==> src/rtl/uart_tx_mmio.sv <==
// Memory-mapped UART transmitter: TXDATA stores feed a byte FIFO that is serialised as 8N1 on txd.
// Define UART_TX_PARITY_EN to insert an even-parity bit (8E1) and set STATUS[9].
module uart_tx_mmio #(
  parameter logic [31:0] BASE_ADDR    = 32'h0000_1000,
  parameter int unsigned CLKS_PER_BIT = 5208,
  parameter int unsigned FIFO_DEPTH   = 8
) (
  input  logic        clk,
  input  logic        reset,
  input  logic [31:0] addr,
  input  logic [31:0] wdata,
  input  logic        mem_write,
  output logic        sel,
  output logic [31:0] rdata,
  output logic        txd,
  output logic        irq_empty
);

  localparam int unsigned   PW          = $clog2(FIFO_DEPTH);
  localparam int unsigned   BW          = $clog2(CLKS_PER_BIT);
  localparam logic [4:0]    DEPTH5      = 5'(FIFO_DEPTH);
  localparam logic [BW-1:0] BMAX        = BW'(CLKS_PER_BIT - 1);
  localparam logic [31:0]   STATUS_ADDR = BASE_ADDR + 32'd4;

  localparam logic [2:0] S_IDLE   = 3'd0;
  localparam logic [2:0] S_START  = 3'd1;
  localparam logic [2:0] S_DATA   = 3'd2;
  localparam logic [2:0] S_STOP   = 3'd4;
`ifdef UART_TX_PARITY_EN
  localparam logic [2:0] S_PARITY = 3'd3;
  localparam logic       PAR_FLAG = 1'b1;
`else
  localparam logic       PAR_FLAG = 1'b0;
`endif

  logic [7:0]    r_mem [FIFO_DEPTH];
  logic [PW-1:0] r_wr_ptr, r_rd_ptr;
  logic [4:0]    r_count;
  logic          r_overflow;
  logic [2:0]    r_state;
  logic [BW-1:0] r_bcnt;
  logic [2:0]    r_bit_idx;
  logic [7:0]    r_shift;
  logic          r_txd;
  logic          r_irq_empty;
  logic          r_parity;

  logic          w_hit_tx, w_hit_st, w_push, w_pop, w_bdone;
  logic [4:0]    w_count_d;
  logic [2:0]    w_state_d;
  logic [BW-1:0] w_bcnt_d;
  logic [2:0]    w_bit_idx_d;
  logic [7:0]    w_shift_d;
  logic [7:0]    w_head;
  logic          w_txd_d;
  logic [31:0]   w_status;
  logic          w_unused;

  assign w_unused = ^{wdata[31:8], wdata[7:4], wdata[2:0]};

  assign w_hit_tx = mem_write && (addr == BASE_ADDR);
  assign w_hit_st = mem_write && (addr == STATUS_ADDR);
  assign w_head   = r_mem[r_rd_ptr];
  assign w_bdone  = (r_bcnt == BMAX);

  // A same-edge pop frees a slot, so a push into a full FIFO is still accepted.
  assign w_push    = w_hit_tx && ((r_count != DEPTH5) || w_pop);
  assign w_count_d = r_count + 5'(w_push) - 5'(w_pop);

  always_comb begin
    w_state_d   = r_state;
    w_bcnt_d    = w_bdone ? '0 : r_bcnt + BW'(1);
    w_bit_idx_d = r_bit_idx;
    w_shift_d   = r_shift;
    w_txd_d     = r_txd;
    w_pop       = 1'b0;
    case (r_state)
      S_IDLE: begin
        w_bcnt_d = '0;
        w_txd_d  = 1'b1;
        if (r_count != 5'd0) begin
          w_pop     = 1'b1;
          w_shift_d = w_head;
          w_state_d = S_START;
          w_txd_d   = 1'b0;
        end
      end
      S_START: begin
        if (w_bdone) begin
          w_state_d   = S_DATA;
          w_bit_idx_d = 3'd0;
          w_txd_d     = r_shift[0];
        end
      end
      S_DATA: begin
        if (w_bdone) begin
          if (r_bit_idx == 3'd7) begin
`ifdef UART_TX_PARITY_EN
            w_state_d = S_PARITY;
            w_txd_d   = r_parity;
`else
            w_state_d = S_STOP;
            w_txd_d   = 1'b1;
`endif
          end else begin
            w_shift_d   = {1'b0, r_shift[7:1]};
            w_bit_idx_d = r_bit_idx + 3'd1;
            w_txd_d     = r_shift[1];
          end
        end
      end
`ifdef UART_TX_PARITY_EN
      S_PARITY: begin
        if (w_bdone) begin
          w_state_d = S_STOP;
          w_txd_d   = 1'b1;
        end
      end
`endif
      S_STOP: begin
        if (w_bdone) begin
          w_state_d = S_IDLE;
          w_txd_d   = 1'b1;
        end
      end
      default: begin
        w_state_d = S_IDLE;
        w_bcnt_d  = '0;
        w_txd_d   = 1'b1;
      end
    endcase
  end

  always_ff @(posedge clk) begin
    if (w_push) r_mem[r_wr_ptr] <= wdata[7:0];
  end

  always_ff @(posedge clk or negedge reset) begin
    if (!reset) begin
      r_wr_ptr    <= '0;
      r_rd_ptr    <= '0;
      r_count     <= 5'd0;
      r_overflow  <= 1'b0;
      r_state     <= S_IDLE;
      r_bcnt      <= '0;
      r_bit_idx   <= 3'd0;
      r_shift     <= 8'd0;
      r_txd       <= 1'b1;
      r_irq_empty <= 1'b1;
      r_parity    <= 1'b0;
    end else begin
      if (w_push) r_wr_ptr <= r_wr_ptr + PW'(1);
      if (w_pop) begin
        r_rd_ptr <= r_rd_ptr + PW'(1);
        r_parity <= ^w_head;
      end
      r_count   <= w_count_d;
      if (w_hit_st && wdata[3]) begin
        r_overflow <= 1'b0;
      end else if (w_hit_tx && !w_push) begin
        r_overflow <= 1'b1;
      end
      r_state     <= w_state_d;
      r_bcnt      <= w_bcnt_d;
      r_bit_idx   <= w_bit_idx_d;
      r_shift     <= w_shift_d;
      r_txd       <= w_txd_d;
      r_irq_empty <= (w_count_d == 5'd0) && (w_state_d == S_IDLE);
    end
  end

  assign w_status = {22'd0, PAR_FLAG, r_count, r_overflow, (r_count == 5'd0),
                     (r_count == DEPTH5), (r_state != S_IDLE)};

  assign sel       = (addr == BASE_ADDR) || (addr == STATUS_ADDR);
  assign rdata     = (addr == STATUS_ADDR) ? w_status : 32'd0;
  assign txd       = r_txd;
  assign irq_empty = r_irq_empty;

endmodule

==> config.mk <==
export PLATFORM = sky130hd
export DESIGN_NAME = uart_tx_mmio
export DESIGN_NICKNAME = d
export VERILOG_FILES = /design/src/rtl/uart_tx_mmio.sv
export SDC_FILE = /design/constraint.sdc
export NUM_CORES = 1
export LEC_CHECK = 0
export ABC_AREA = 1
export CORE_MARGIN = 2
export CORE_UTILIZATION = 52
export CTS_CLUSTER_DIAMETER = 120
export DETAILED_ROUTE_END_ITERATION = 10
export PLACE_DENSITY = 0.84
export SLEW_MARGIN = 20
export SYNTH_ARGS = -nofsm -noshare
export SYNTH_HDL_FRONTEND = slang
export SYNTH_SLANG_ARGS = --single-unit
export TNS_END_PERCENT = 100
==> constraint.sdc <==
create_clock -name clk -period 3.22 [get_ports clk]
set_input_delay 0.483 -clock clk [delete_from_list [all_inputs] [get_ports clk]]
set_output_delay 0.483 -clock clk [all_outputs]
set_load 0.01 [all_outputs]
==> run metrics, run 1 <==
critical-path maximum fanout 8; clock period minus final worst setup slack 3.013 ns; global-route usage over all layers 0.1971; number of buffers created by CTS 9; distinct cell type count after synthesis 41; die boundary height 103.7 µm; clock insertion delay at the later pin of the skew report 0.37 ns; headroom to the max-slew limit 0.3212; number of placed cells counting well taps 730; most common library cell in the layout ignoring fill and taps nand2_1; Worst Setup Start Kind register; result of the run finished, final reports clean; number of nets in the final layout 688; top-level port count 102; wire length of the first global-routing pass 17.07 mm; half-perimeter wire length after detailed placement slightly above 7 mm; standard-cell rows 36; top library cells by usage in the layout, fill and taps aside 116 x nand2_1, 80 x nor2_1, 66 x nand3_1; Final Instance Count excl. Fillers roughly 750; CTS Buffer Depth 2; measured slew at the worst slew-check pin about 1.0 ns; count of buffers inserted at the top-level ports 54; Congestion Overflow GR 0; count of flip-flops with a built-in enable after synthesis 64; clock slew at reported path FFs 0.11 ns; count of buffer and inverter cells on the critical path 2; clock root buffer master clkbuf_8; part of the Yosys area used for sequential elements 0.5707; area of the mapped netlist 5170 µm²; wire length after detailed routing 10.32 mm; per-cell routed wire length roughly 14 µm; fraction of the cycle the final worst path needs 0.9358; total power divided by cell area about 390 nW/µm²; clock tree from TritonCTS done; post-detailed-placement cell area approximately 5800 µm²; post-layout worst setup margin 0.2068 ns; critical path cell sequence inv_1 > ha_1 > nand3_1 > nand2_2 > nand2b_2 > nand3_1 > ha_1 > inv_1 > ha_1 > fa_1 > nand3_1 > nand2_1 > or2_2 > nand2_1 > nand3_1 > nor2_1; setup bufs post-CTS 0; post-synthesis cell count 541; power consumption 0.002345 W; average cell area after synthesis 9.556 µm²; Post-Route Skew 0.01982 ns; floorplan core area 9729 µm²; fillcell total 764; routed via count 3774; post-synthesis sequential element count between 100 and 150; largest stage delay on the critical path 0.42 ns; static leakage ~2.5 nW; final non-filler cell area between 6000 and 7000 µm²; drt first-iter violations roughly 210; Crit Path Class register to register; total number of yosys warnings 0; Finish-stage setup viols 0; diode insertion count for antenna repair 0; arrival time reported for the critical path endpoint 3.33 ns; pre-CTS setup slack -0.08100 ns; ratio of routed vias to standard cells 5.059; # Max-Cap Violations 0; largest net degree at the start of global routing 42; RSZ-0062 raised after global routing no; number of H-tree levels 3; Die Area 10760 µm²; clk sink count 105; kind of capture point of the worst setup path register; layout cells sized above 1 0.1077; starting utilization of the core area 0.5314; endpoints failing hold 0; final-report max-slew violation count 0; cell type of the slowest stage on the worst timing path dfrtp_1; CP top delay family simple AND/OR/NAND/NOR gates; Horiz. Die Dim 103.7 µm; DRT antenna net count 0; weighted congestion reported at the end of routability-driven placement around 0.89; hold bufs inserted after CTS 0; number of gates resized after CTS 0; number of optimization iterations in the first detailed-route pass 4; number of global-route vias before repair 3693; total negative slack 0 ns; DRC violation count after routing 0; Async S/R FF share, synth 0.3905; leading register cell type out of synthesis edfxtp_1; cell occurring most often along the worst timing path nand3_1; Max rail drop VDD 319.4 µV; Data required, critical path 3.54 ns; number of antenna violations at the first check in global routing 0; worst hold-check path type input pin to asynchronous set/reset pin; highest achievable clock rate 331.9 MHz; area added between synthesis and finish 16.80%
-- cell usage after synthesis, types with 2 or more instances --
cell | count | area share
or2_2 | 2 | 0.0024
buf_4 | 23 | 0.033
nand2_4 | 2 | 0.0044
nor2_1 | 80 | 0.058
xor2_1 | 6 | 0.010
nor3b_1 | 2 | 0.0029
clkbuf_1 | 4 | 0.0029
nand2_1 | 116 | 0.084
inv_2 | 5 | 0.0036
nand3_2 | 6 | 0.012
a21oi_1 | 8 | 0.0077
ha_1 | 12 | 0.029
dfrtp_1 | 39 | 0.19
edfxtp_1 | 64 | 0.37
nor3_1 | 3 | 0.0029
o21ai_0 | 11 | 0.011
nand3_1 | 66 | 0.064
dfstp_2 | 2 | 0.010
inv_1 | 41 | 0.030
o211ai_1 | 4 | 0.0058
nand4_1 | 7 | 0.0085
o21ai_2 | 3 | 0.0051
xnor2_1 | 2 | 0.0034
o21ai_1 | 6 | 0.0058
nand2_2 | 4 | 0.0048
buf_2 | 8 | 0.0077
-- layer usage --
| layer | share of wire | vias to the layer above | GRT usage | wire, µm |
|---|---|---|---|---|
| li1 | - | 1874 | - | - |
| met2 | 0.53 | 125 | 0.3524 | 5476 |
| met3 | 0.062 | 15 | 0.03965 | 636 |
| met1 | 0.39 | 1760 | 0.2359 | 4027 |
| met4 | 0.018 | 0 | 0.07239 | 181 |
| met5 | 0 | - | 0 | 0 |
-- power breakdown --
group / leakage (nW) / switching [W] / internal, W / total (W)
sequential: 1.09 / 0.00000000698 / 0.00143 / 0.00143
clock: 0.106 / 0.000508 / 0.000318 / 0.000826
combinational: 1.33 / 0.0000421 / 0.0000479 / 0.0000901
total: 2.52 / 0.000550 / 0.00180 / 0.00235
-- stage by stage --
stage / utilization / hold slack [ns]
2_1_floorplan: - / 0.1874
6_report: 0.6206 / 0.2266
5_1_grt: 0.6206 / 0.3051
3_3_place_gp: 0.5985 / 0.4705
3_5_place_dp: 0.5985 / 0.4977
4_1_cts: 0.6206 / 0.2540
-- cell families after synthesis --
kind of cell / count (synthesis) / share of synthesized area
buf+inv: 85 / 0.08519
xor+xnor: 8 / 0.01355
simple gates: 295 / 0.2587
compound gates: 34 / 0.03824
flops: 105 / 0.5707
other cells: 1 / 0.0007253
fa+ha+maj: 13 / 0.03291
-- registers in the layout (all words and copies together) (netlist names) --
name        flops
r_count         5
r_rd_ptr        3
r_bcnt         13
r_state         3
r_bit_idx       3
r_overflow      1
r_shift         8
irq_empty       1
r_mem          64
txd             1
r_wr_ptr        3
-- path summary, 6_finish.rpt --
kind / startpoint / to / slack [ns] / cells after the start
worst max-delay path: r_count[3]$_DFF_PN0_ / irq_empty$_DFF_PN1_ / 0.21 / 16
worst min-delay path: reset / r_bcnt[4]$_DFF_PN0_ / 0.23 / 1
worst max register to register: r_count[3]$_DFF_PN0_ / irq_empty$_DFF_PN1_ / 0.21 / 16
worst min register to register: txd$_DFFE_PN1P_ / txd$_DFFE_PN1P_ / 0.52 / 2
max in group asynchronous: reset / r_bcnt[10]$_DFF_PN0_ / 2.42 / 1
min in group clk: txd$_DFFE_PN1P_ / txd$_DFFE_PN1P_ / 0.52 / 2
-- layout make-up --
class / instances / area [µm²] / share of cell area
clock buffers: 9 / 123.9 / 0.02051
clock inverters: 7 / 91.34 / 0.01513
well taps: 133 / 166.4 / 0.02756
flip-flops and latches: 105 / 2950 / 0.4886
multi-input cells: 373 / 1862 / 0.3083
inverters: 48 / 181.4 / 0.03005
repair buffers: 71 / 663.1 / 0.1098
(Power assumes the default switching activity.)
==> inputs of run 2 (changes only) <==
--- a/config.mk
+++ b/config.mk
@@ -11,6 +11,7 @@
 export CTS_CLUSTER_DIAMETER = 120
 export DETAILED_ROUTE_END_ITERATION = 10
 export PLACE_DENSITY = 0.84
+export RECOVER_POWER = 25
 export SLEW_MARGIN = 20
 export SYNTH_ARGS = -nofsm -noshare
 export SYNTH_HDL_FRONTEND = slang
==> run 2 against run 1 <==
Via count fell by 0.11%. Flip-flop and latch count is the same. Worst setup slack improved by 0.0036 ns. Sequential share of layout area about the same. Global-route usage unchanged. The flow now finishes with violations (capacitance limit, slew limit).
==> run metrics, run 2 (same netlist as run 1, synthesis figures left out) <==
headroom to the max-slew limit -0.4517 (was 0.3212); half-perimeter wire length after detailed placement 7.263 mm (unchanged); most common library cell in the layout ignoring fill and taps nand2_1 (unchanged); final non-filler cell area 6037 µm² (was 6038 µm²); slack of the worst reg-to-reg path 0.21 ns (about the same); number of antenna violations at the first check in global routing 0 (unchanged); RSZ-0062 raised after global routing no (unchanged); pre-CTS setup slack -0.08100 ns (unchanged); final design utilization 0.6205 (was 0.6206); total power divided by cell area 387.9 nW/µm² (was 388.4 nW/µm²); clock root buffer master clkbuf_8 (unchanged); total number of cells along the worst setup path 16 (unchanged); result of the run complete, but fails checks (was finished, final reports clean); Crit Path Class register to register (unchanged); global routing met2 resource utilization 0.3524 (unchanged); cell type of the slowest stage on the worst timing path dfrtp_1 (unchanged); CTS Buffer Depth 2 (unchanged); clock period minus final worst setup slack 3.010 ns (was 3.013 ns); Finish-stage setup viols 0 (unchanged); wire length after detailed routing 10.32 mm (about the same); static leakage 2.523 nW (was 2.524 nW); number of buffers created by CTS 9 (unchanged); hold bufs inserted after CTS 0 (unchanged); weighted congestion reported at the end of routability-driven placement 0.8864 (unchanged); final worst hold slack 0.5165 ns (was 0.2266 ns); arrival time reported for the critical path endpoint 3.33 ns (about the same); fillcell total 763 (was 764); top-level port count 102 (unchanged); number of optimization iterations in the first detailed-route pass 4 (unchanged); CP top delay family simple AND/OR/NAND/NOR gates (unchanged); number of H-tree levels 3 (unchanged); area added between synthesis and finish 16.77% (was 16.80%); critical-path maximum fanout 8 (unchanged); floorplan core area 9729 µm² (unchanged); violated checks capacitance limit, slew limit; fraction of the cycle the final worst path needs 0.9347 (was 0.9358); Die Area 10760 µm² (unchanged); per-cell routed wire length 13.84 µm (about the same); wire length of the first global-routing pass 17.07 mm (unchanged); highest achievable clock rate 332.3 MHz (was 331.9 MHz); clock slew at reported path FFs 0.11 ns (about the same); Post-Route Skew 0.01979 ns (was 0.01982 ns); endpoints failing hold 0 (unchanged); post-layout worst setup margin 0.2103 ns (was 0.2068 ns); measured slew at the worst slew-check pin 2.178 ns (was 1.017 ns); Data required, critical path 3.54 ns (about the same); die boundary height 103.7 µm (unchanged); Critical Path End irq_empty$_DFF_PN1_ (unchanged); clock tree from TritonCTS done (unchanged); clock insertion delay at the later pin of the skew report 0.37 ns (about the same); setup bufs post-CTS 0 (unchanged); Congestion Overflow GR 0 (unchanged); most flop-heavy register r_mem (unchanged); final-report max-slew violation count 42 (was 0); largest stage delay on the critical path 0.42 ns (about the same); kind of capture point of the worst setup path register (unchanged); RR Startpoint r_count[3]$_DFF_PN0_ (unchanged); met1 layer usage reported by global route 0.2359 (unchanged); diode insertion count for antenna repair 0 (unchanged); post-detailed-placement cell area 5823 µm² (unchanged); worst hold-check path type register to register (was input pin to asynchronous set/reset pin); count of cells along the worst register-to-register path 16 (unchanged); starting utilization of the core area 0.5314 (unchanged); DRC violation count after routing 0 (unchanged); Max rail drop VDD 316.5 µV (was 319.4 µV); # Max-Cap Violations 1 (was 0); clk sink count 105 (unchanged); met3 routing resource usage after global routing 0.03965 (unchanged); number of global-route vias before repair 3693 (unchanged); DRT antenna net count 0 (unchanged); timing startpoint of the critical path r_count[3]$_DFF_PN0_ (unchanged); leading registers by flop count r_mem (64), r_bcnt (13), r_shift (8) (unchanged); top library cells by usage in the layout, fill and taps aside 116 x nand2_1, 80 x nor2_1, 66 x nand3_1 (unchanged); FF-to-FF End irq_empty$_DFF_PN1_ (unchanged); number of flip-flops under the largest register name 64 (unchanged); drt first-iter violations 214 (was 213); number of gates resized after CTS 0 (unchanged); global-route usage over all layers 0.1971 (unchanged); routed via count 3770 (was 3774); largest net degree at the start of global routing 42 (unchanged); cell occurring most often along the worst timing path nand3_1 (unchanged); layout cells sized above 1 0.1060 (was 0.1077); standard-cell rows 36 (unchanged); critical path cell sequence inv_1 > ha_1 > nand3_1 > nand2_2 > nand2b_2 > nand3_1 > ha_1 > inv_1 > ha_1 > fa_1 > nand3_1 > nand2_1 > or2_2 > nand2_1 > nand3_1 > nor2_1 (unchanged); Horiz. Die Dim 103.7 µm (unchanged); grt peak-use layer met2 (unchanged); count of buffer and inverter cells on the critical path 2 (unchanged); ratio of routed vias to standard cells 5.054 (was 5.059); number of nets in the final layout 688 (unchanged); count of buffers inserted at the top-level ports 54 (unchanged); Worst Setup Start Kind register (unchanged)
-- run 2: layout make-up --
cell class                 instances  area [µm²]  area share
clock inverter                     7       91.34     0.01513
tap                              133       166.4     0.02756
inverter                          48       181.4     0.03005
timing repair buffer              71       661.9      0.1096
clock buffer                       9       123.9     0.02052
sequential                       105        2950      0.4887
multi-input combinational        373        1862      0.3084
-- run 2: worst min-delay path by stage --
stage / start / endpoint / slack, ns / cells past startpoint
after floorplan: reset / r_bcnt[0]$_DFF_PN0_ / 0.19 / 0
after global placement: r_bit_idx[0]$_DFFE_PN0P_ / r_bit_idx[0]$_DFFE_PN0P_ / 0.47 / 1
after detailed placement: r_shift[7]$_DFFE_PN0P_ / r_shift[7]$_DFFE_PN0P_ / 0.50 / 2
after CTS: reset / r_bcnt[4]$_DFF_PN0_ / 0.25 / 1
after global routing: txd$_DFFE_PN1P_ / txd$_DFFE_PN1P_ / 0.56 / 2
final: txd$_DFFE_PN1P_ / txd$_DFFE_PN1P_ / 0.52 / 2
-- run 2: through the flow --
step	total power, W	std cells	setup TNS [ns]
6_report	0.002342	746	0
4_1_cts	0.002366	746	0
2_1_floorplan	0.001498	563	0
5_1_grt	0.002413	746	0
3_3_place_gp	0.001547	730	-0.008600
3_5_place_dp	0.001549	730	-0.08100
-- run 2: worst reg2reg max path, delay by kind of cell, from the launching register on --
family                     cells  cell delay (ns)
adders and majority gates      4             1.11
DFF                            1             0.42
and+or+nand+nor               10             1.31
buffers and inverters          2             0.14
-- run 2: power breakdown --
group          switching (W)  internal, W  leakage, nW
Clock               0.000507     0.000318        0.106
Sequential     0.00000000698      0.00143         1.09
Combinational      0.0000421    0.0000457         1.33
Total               0.000549      0.00179         2.52
-- run 2: per-layer routing --
layer,up-vias,share of wire
met3,15,0.064
li1,1874,-
met4,0,0.017
met2,131,0.53
met5,-,0
met1,1750,0.39
==> inputs of run 3 (changes only) <==
--- a/config.mk
+++ b/config.mk
@@ -6,12 +6,13 @@
 export NUM_CORES = 1
 export LEC_CHECK = 0
 export ABC_AREA = 1
-export CORE_MARGIN = 2
+export CORE_MARGIN = 5
 export CORE_UTILIZATION = 52
-export CTS_CLUSTER_DIAMETER = 120
+export CTS_CLUSTER_DIAMETER = 40
 export DETAILED_ROUTE_END_ITERATION = 10
 export PLACE_DENSITY = 0.84
 export RECOVER_POWER = 25
+export REMOVE_ABC_BUFFERS = 1
 export SLEW_MARGIN = 20
 export SYNTH_ARGS = -nofsm -noshare
 export SYNTH_HDL_FRONTEND = slang
==> run 3 against run 2 <==
Via count is 0.88% higher. Clock power decreased by 7.2%. Sequential power is essentially flat. The flow still finishes with violations (capacitance limit, slew limit). Maximum frequency shrank 1.4%. Largest cell class unchanged. Sequential share of layout area increased by 0.30 points. Non-clock buffer count shrank 1. Clock-buffer cell count is 1 higher. Power down 2.5%. Cell area fell by 0.60%.
==> run metrics, run 3 (same netlist as run 1, synthesis figures left out) <==
post-detailed-placement cell area 5816 µm² (was 5823 µm²); largest stage delay on the critical path 0.60 ns (was 0.42 ns); wire length of the first global-routing pass 17.42 mm (was 17.07 mm); standard-cell rows 36 (unchanged); number of gates resized after CTS 0 (unchanged); clk sink count 105 (unchanged); layout cells sized above 1 0.1029 (was 0.1060); half-perimeter wire length after detailed placement 7.576 mm (was 7.263 mm); highest achievable clock rate 327.8 MHz (was 332.3 MHz); worst hold-check path type register to register (unchanged); endpoints failing hold 0 (unchanged); number of nets in the final layout 687 (was 688); number of global-route vias before repair 3791 (was 3693); number of antenna violations at the first check in global routing 0 (unchanged); headroom to the max-slew limit -0.4645 (was -0.4517); number of optimization iterations in the first detailed-route pass 5 (was 4); arrival time reported for the critical path endpoint 2.57 ns (was 3.33 ns); RSZ-0062 raised after global routing no (unchanged); # Max-Cap Violations 1 (unchanged); diode insertion count for antenna repair 0 (unchanged); Data required, critical path 2.74 ns (was 3.54 ns); count of buffers inserted at the top-level ports 54 (unchanged); cell type of the slowest stage on the worst timing path clkdlybuf4s50_1 (was dfrtp_1); number of H-tree levels 3 (unchanged); Final Instance Count excl. Fillers 745 (was 746); kind of capture point of the worst setup path output port (was register); Die Area 12040 µm² (was 10760 µm²); die boundary height 109.7 µm (was 103.7 µm); largest net degree at the start of global routing 42 (unchanged); clock tree from TritonCTS done (unchanged); CP top delay family buffers and inverters (was simple AND/OR/NAND/NOR gates); pre-CTS setup slack -0.03968 ns (was -0.08100 ns); area added between synthesis and finish 16.07% (was 16.77%); DRC violation count after routing 0 (unchanged); most flop-heavy register r_mem (unchanged); critical path cell sequence clkdlybuf4s50_1 > nor2_1 > nand2_1 > nor2_1 > buf_4 > nand4_1 > nor2_1 > clkdlybuf4s50_1 (was inv_1 > ha_1 > nand3_1 > nand2_2 > nand2b_2 > nand3_1 > ha_1 > inv_1 > ha_1 > fa_1 > nand3_1 > nand2_1 > or2_2 > nand2_1 > nand3_1 > nor2_1); starting utilization of the core area 0.5314 (unchanged); Horiz. Die Dim 109.7 µm (was 103.7 µm); Max rail drop VDD 396.9 µV (was 316.5 µV); leading registers by flop count r_mem (64), r_bcnt (13), r_shift (8) (unchanged); final-report max-slew violation count 42 (unchanged); weighted congestion reported at the end of routability-driven placement 0.8512 (was 0.8864); clock period minus final worst setup slack 3.051 ns (was 3.010 ns); routed via count 3803 (was 3770); clock slew at reported path FFs 0.10 ns (was 0.11 ns); floorplan core area 9729 µm² (unchanged); count of buffer and inverter cells on the critical path 3 (was 2); clock root buffer master clkbuf_8 (unchanged); number of flip-flops under the largest register name 64 (unchanged); most common library cell in the layout ignoring fill and taps nand2_1 (unchanged); fraction of the cycle the final worst path needs 0.9475 (was 0.9347); result of the run complete, but fails checks (unchanged); Congestion Overflow GR 0 (unchanged); measured slew at the worst slew-check pin 2.197 ns (was 2.178 ns); Post-Route Skew 0.01065 ns (was 0.01979 ns); violated checks capacitance limit, slew limit (unchanged); total power divided by cell area 380.5 nW/µm² (was 387.9 nW/µm²); static leakage 2.507 nW (was 2.523 nW); total negative slack 0 ns (unchanged); per-cell routed wire length 14.36 µm (was 13.84 µm); clock insertion delay at the later pin of the skew report 0.38 ns (was 0.37 ns); setup bufs post-CTS 0 (unchanged); hold bufs inserted after CTS 0 (unchanged); CTS Buffer Depth 2 (unchanged); wire length after detailed routing 10.70 mm (was 10.32 mm); number of placed cells counting well taps 729 (was 730); Worst Setup Start Kind input pin (was register); top-level port count 102 (unchanged); post-layout worst setup margin 0.1690 ns (was 0.2103 ns); drt first-iter violations 267 (was 214); top library cells by usage in the layout, fill and taps aside 116 x nand2_1, 80 x nor2_1, 66 x nand3_1 (unchanged); global-route usage over all layers 0.1901 (was 0.1971); Crit Path Class input pin to output port (was register to register); Finish-stage setup viols 0 (unchanged); ratio of routed vias to standard cells 5.105 (was 5.054); DRT antenna net count 0 (unchanged); number of buffers created by CTS 9 (unchanged); cell occurring most often along the worst timing path nor2_1 (was nand3_1); final non-filler cell area 6001 µm² (was 6037 µm²); critical-path maximum fanout 11 (was 8)
run 3: power breakdown:
group	total (W)	switching (W)	internal [W]
clock network	0.000765	0.000466	0.000299
registers	0.00143	0.00000000749	0.00143
logic	0.0000892	0.0000433	0.0000459
run 3: metrics by stage:
stage	hold WS, ns	power, W	utilization
6_report	0.4929	0.002283	0.6168
5_1_grt	0.4954	0.002376	0.6168
4_1_cts	0.2539	0.002297	0.6169
3_5_place_dp	0.4744	0.001549	0.5977
3_3_place_gp	0.4694	0.001547	0.5977
2_1_floorplan	0.1874	0.001477	-
run 3: cell type report:
class / instances / area [µm²]
clock inverters: 6 / 58.81
multi-input cells: 373 / 1862
flip-flops and latches: 105 / 2950
clock buffers: 10 / 127.6
fillers: 775 / 3729
well taps: 133 / 166.4
repair buffers: 70 / 654.4
inverters: 48 / 181.4
run 3: routing by layer:
layer | vias up | global-route usage | part of all wire
met5 | - | 0 | 0
met4 | 0 | 0.06144 | 0.014
met3 | 12 | 0.04580 | 0.060
met2 | 123 | 0.3435 | 0.54
met1 | 1793 | 0.2216 | 0.38
li1 | 1875 | - | -
run 3: final timing paths:
path | slack (ns) | endpoint | cells past startpoint | from
worst max-delay path | 0.17 | rdata[2] | 8 | addr[29]
worst min-delay path | 0.49 | r_bit_idx[0]$_DFFE_PN0P_ | 1 | r_bit_idx[0]$_DFFE_PN0P_
worst max register to register | 0.25 | irq_empty$_DFF_PN1_ | 16 | r_count[3]$_DFF_PN0_
worst min register to register | 0.49 | r_bit_idx[0]$_DFFE_PN0P_ | 1 | r_bit_idx[0]$_DFFE_PN0P_
max in group asynchronous | 1.22 | r_rd_ptr[1]$_DFFE_PN0P_ | 1 | reset
min in group asynchronous | 0.74 | r_bcnt[3]$_DFF_PN0_ | 1 | reset
==> edit: new RTL, flow settings as in run 2 <==
Take the reset off `r_shift` and load it in a clocked block of its own.
--- a/src/rtl/uart_tx_mmio.sv
+++ b/src/rtl/uart_tx_mmio.sv
@@ -144,7 +144,6 @@
       r_state     <= S_IDLE;
       r_bcnt      <= '0;
       r_bit_idx   <= 3'd0;
-      r_shift     <= 8'd0;
       r_txd       <= 1'b1;
       r_irq_empty <= 1'b1;
       r_parity    <= 1'b0;
@@ -163,10 +162,13 @@
       r_state     <= w_state_d;
       r_bcnt      <= w_bcnt_d;
       r_bit_idx   <= w_bit_idx_d;
-      r_shift     <= w_shift_d;
       r_txd       <= w_txd_d;
       r_irq_empty <= (w_count_d == 5'd0) && (w_state_d == S_IDLE);
     end
+  end
+
+  always_ff @(posedge clk) begin
+    r_shift <= w_shift_d;
   end
 
   assign w_status = {22'd0, PAR_FLAG, r_count, r_overflow, (r_count == 5'd0),
Check against the original RTL: same outputs for any inputs over 10 cycles, from zero or initial values and one cycle with reset low; that may be too few to reach the edited logic, so the function may still have changed.
==> edit against run 2 <==
- the run still ends with max-capacitance violations, max-slew violations left
- combinational power about the same
- setup slack improved by 0.065 ns
- total power increased by 1.8%
- utilization increased by 1.5 points
- hold slack got worse by 0.026 ns
- synthesized area decreased by 2.7%
- wire length decreased by 2.6%
- maximum frequency increased by 2.2%
- first-iteration DRC count decreased by 19%
- synthesized cell count decreased by 5.4%
- global-route usage increased by 1.1 points
- sequential cell count unchanged
- cell area decreased by 1.8%
- largest cell class unchanged
- largest power group unchanged
==> edit: results (changes against run 2) <==
status - complete, but fails checks
failing checks - max-capacitance violations, max-slew violations
worst r2r path cells - 15 (-1)
Top delay family on crit path - adder cells
Crit-path slowest cell - fa_1
Final nets - 661 (-3.9%)
Crit path arrival time - 3.25 ns (-0.08 ns)
share of cells above drive strength 1 - 0.0939 (-0.0122)
Crit Path Max Fanout - 5 (-3)
largest net degree at the start of global routing - 35 (-17%)
R2R Setup Slk - 0.28 ns (+0.06 ns)
Hold Path Sink - r_bit_idx[0]
HPWL reported at the end of detailed placement - 7160 um (-1.4%)
final slew viol count - 34 (-19%)
Pleak - 2.41 nW (-4.5%)
vias in the first global route - 3690 (-0.081%)
Post-synth EDFFs - 72 (+13%)
post-synthesis sequential area ratio - 0.594 (+0.0237)
gpl congestion - 0.835 (-5.8%)
FFs w/ async S/R, synth - 0.314 (-0.0762)
skew final - 0.0190 ns (-0.000804 ns)
Net Sw Frac - 0.216 (-0.0188)
worst hold stages - 1 (-1)
post-synth cell types - 34 (-17%)
total track usage - 0.208 (+0.0109)
Max-Cap Viols - 1 (unchanged)
-- edit: layer usage --
| layer | track usage | routed length [um] | part of all wire | vias up |
|---|---|---|---|---|
| met5 | 0 | 0 | 0 | - |
| met4 | 0.0708 | 176 | 0.018 | 0 |
| li1 | - | - | - | 1794 |
| met3 | 0.0472 | 512 | 0.051 | 23 |
| met1 | 0.242 | 4110 | 0.41 | 1737 |
| met2 | 0.379 | 5260 | 0.52 | 119 |
-- edit: worst reg2reg max path, stage by stage, from the launching register on --
cell and delay [ns]:
dfrtp_1 0.41, inv_1 0.10, ha_1 0.18, nand3_1 0.12, nand2_2 0.14, nand2b_2 0.18
nand3_2 0.14, ha_1 0.31, inv_1 0.04, ha_1 0.19, fa_1 0.42, xnor2_1 0.25
nand2_1 0.08, nor2_1 0.11, nand3_1 0.09, nor2_1 0.12
-- edit: logic make-up (layout without fill, tap and decap cells) --
group                      Yosys count  count (layout)
AOI/OAI and AO/OA                   65              65
other                                1              23
adders and majority gates           13              13
and+or+nand+nor                    240             240
DFF                                105             105
buffers and inverters               79             131
xor gates and xnor gates             9               9
-- edit: area by class of cell --
class | instances | area [um^2] | area share
sequential | 105 | 2990 | 0.504
multi-input combinational | 350 | 1730 | 0.292
timing repair buffer | 71 | 664 | 0.112
inverter | 44 | 165 | 0.0279
tap | 129 | 161 | 0.0272
clock buffer | 9 | 124 | 0.0209
clock inverter | 7 | 91.3 | 0.0154
-- edit: stage by stage --
stage / TNS (ns) / setup WS (ns) / utilization
global placement: 0 / 0.0896 / 0.613
detailed placement: -0.0425 / -0.0425 / 0.613
global route: 0 / 0.0849 / 0.636
floorplan: 0 / 0.636 / -
CTS: 0 / 0.275 / 0.636
finish: 0 / 0.275 / 0.636
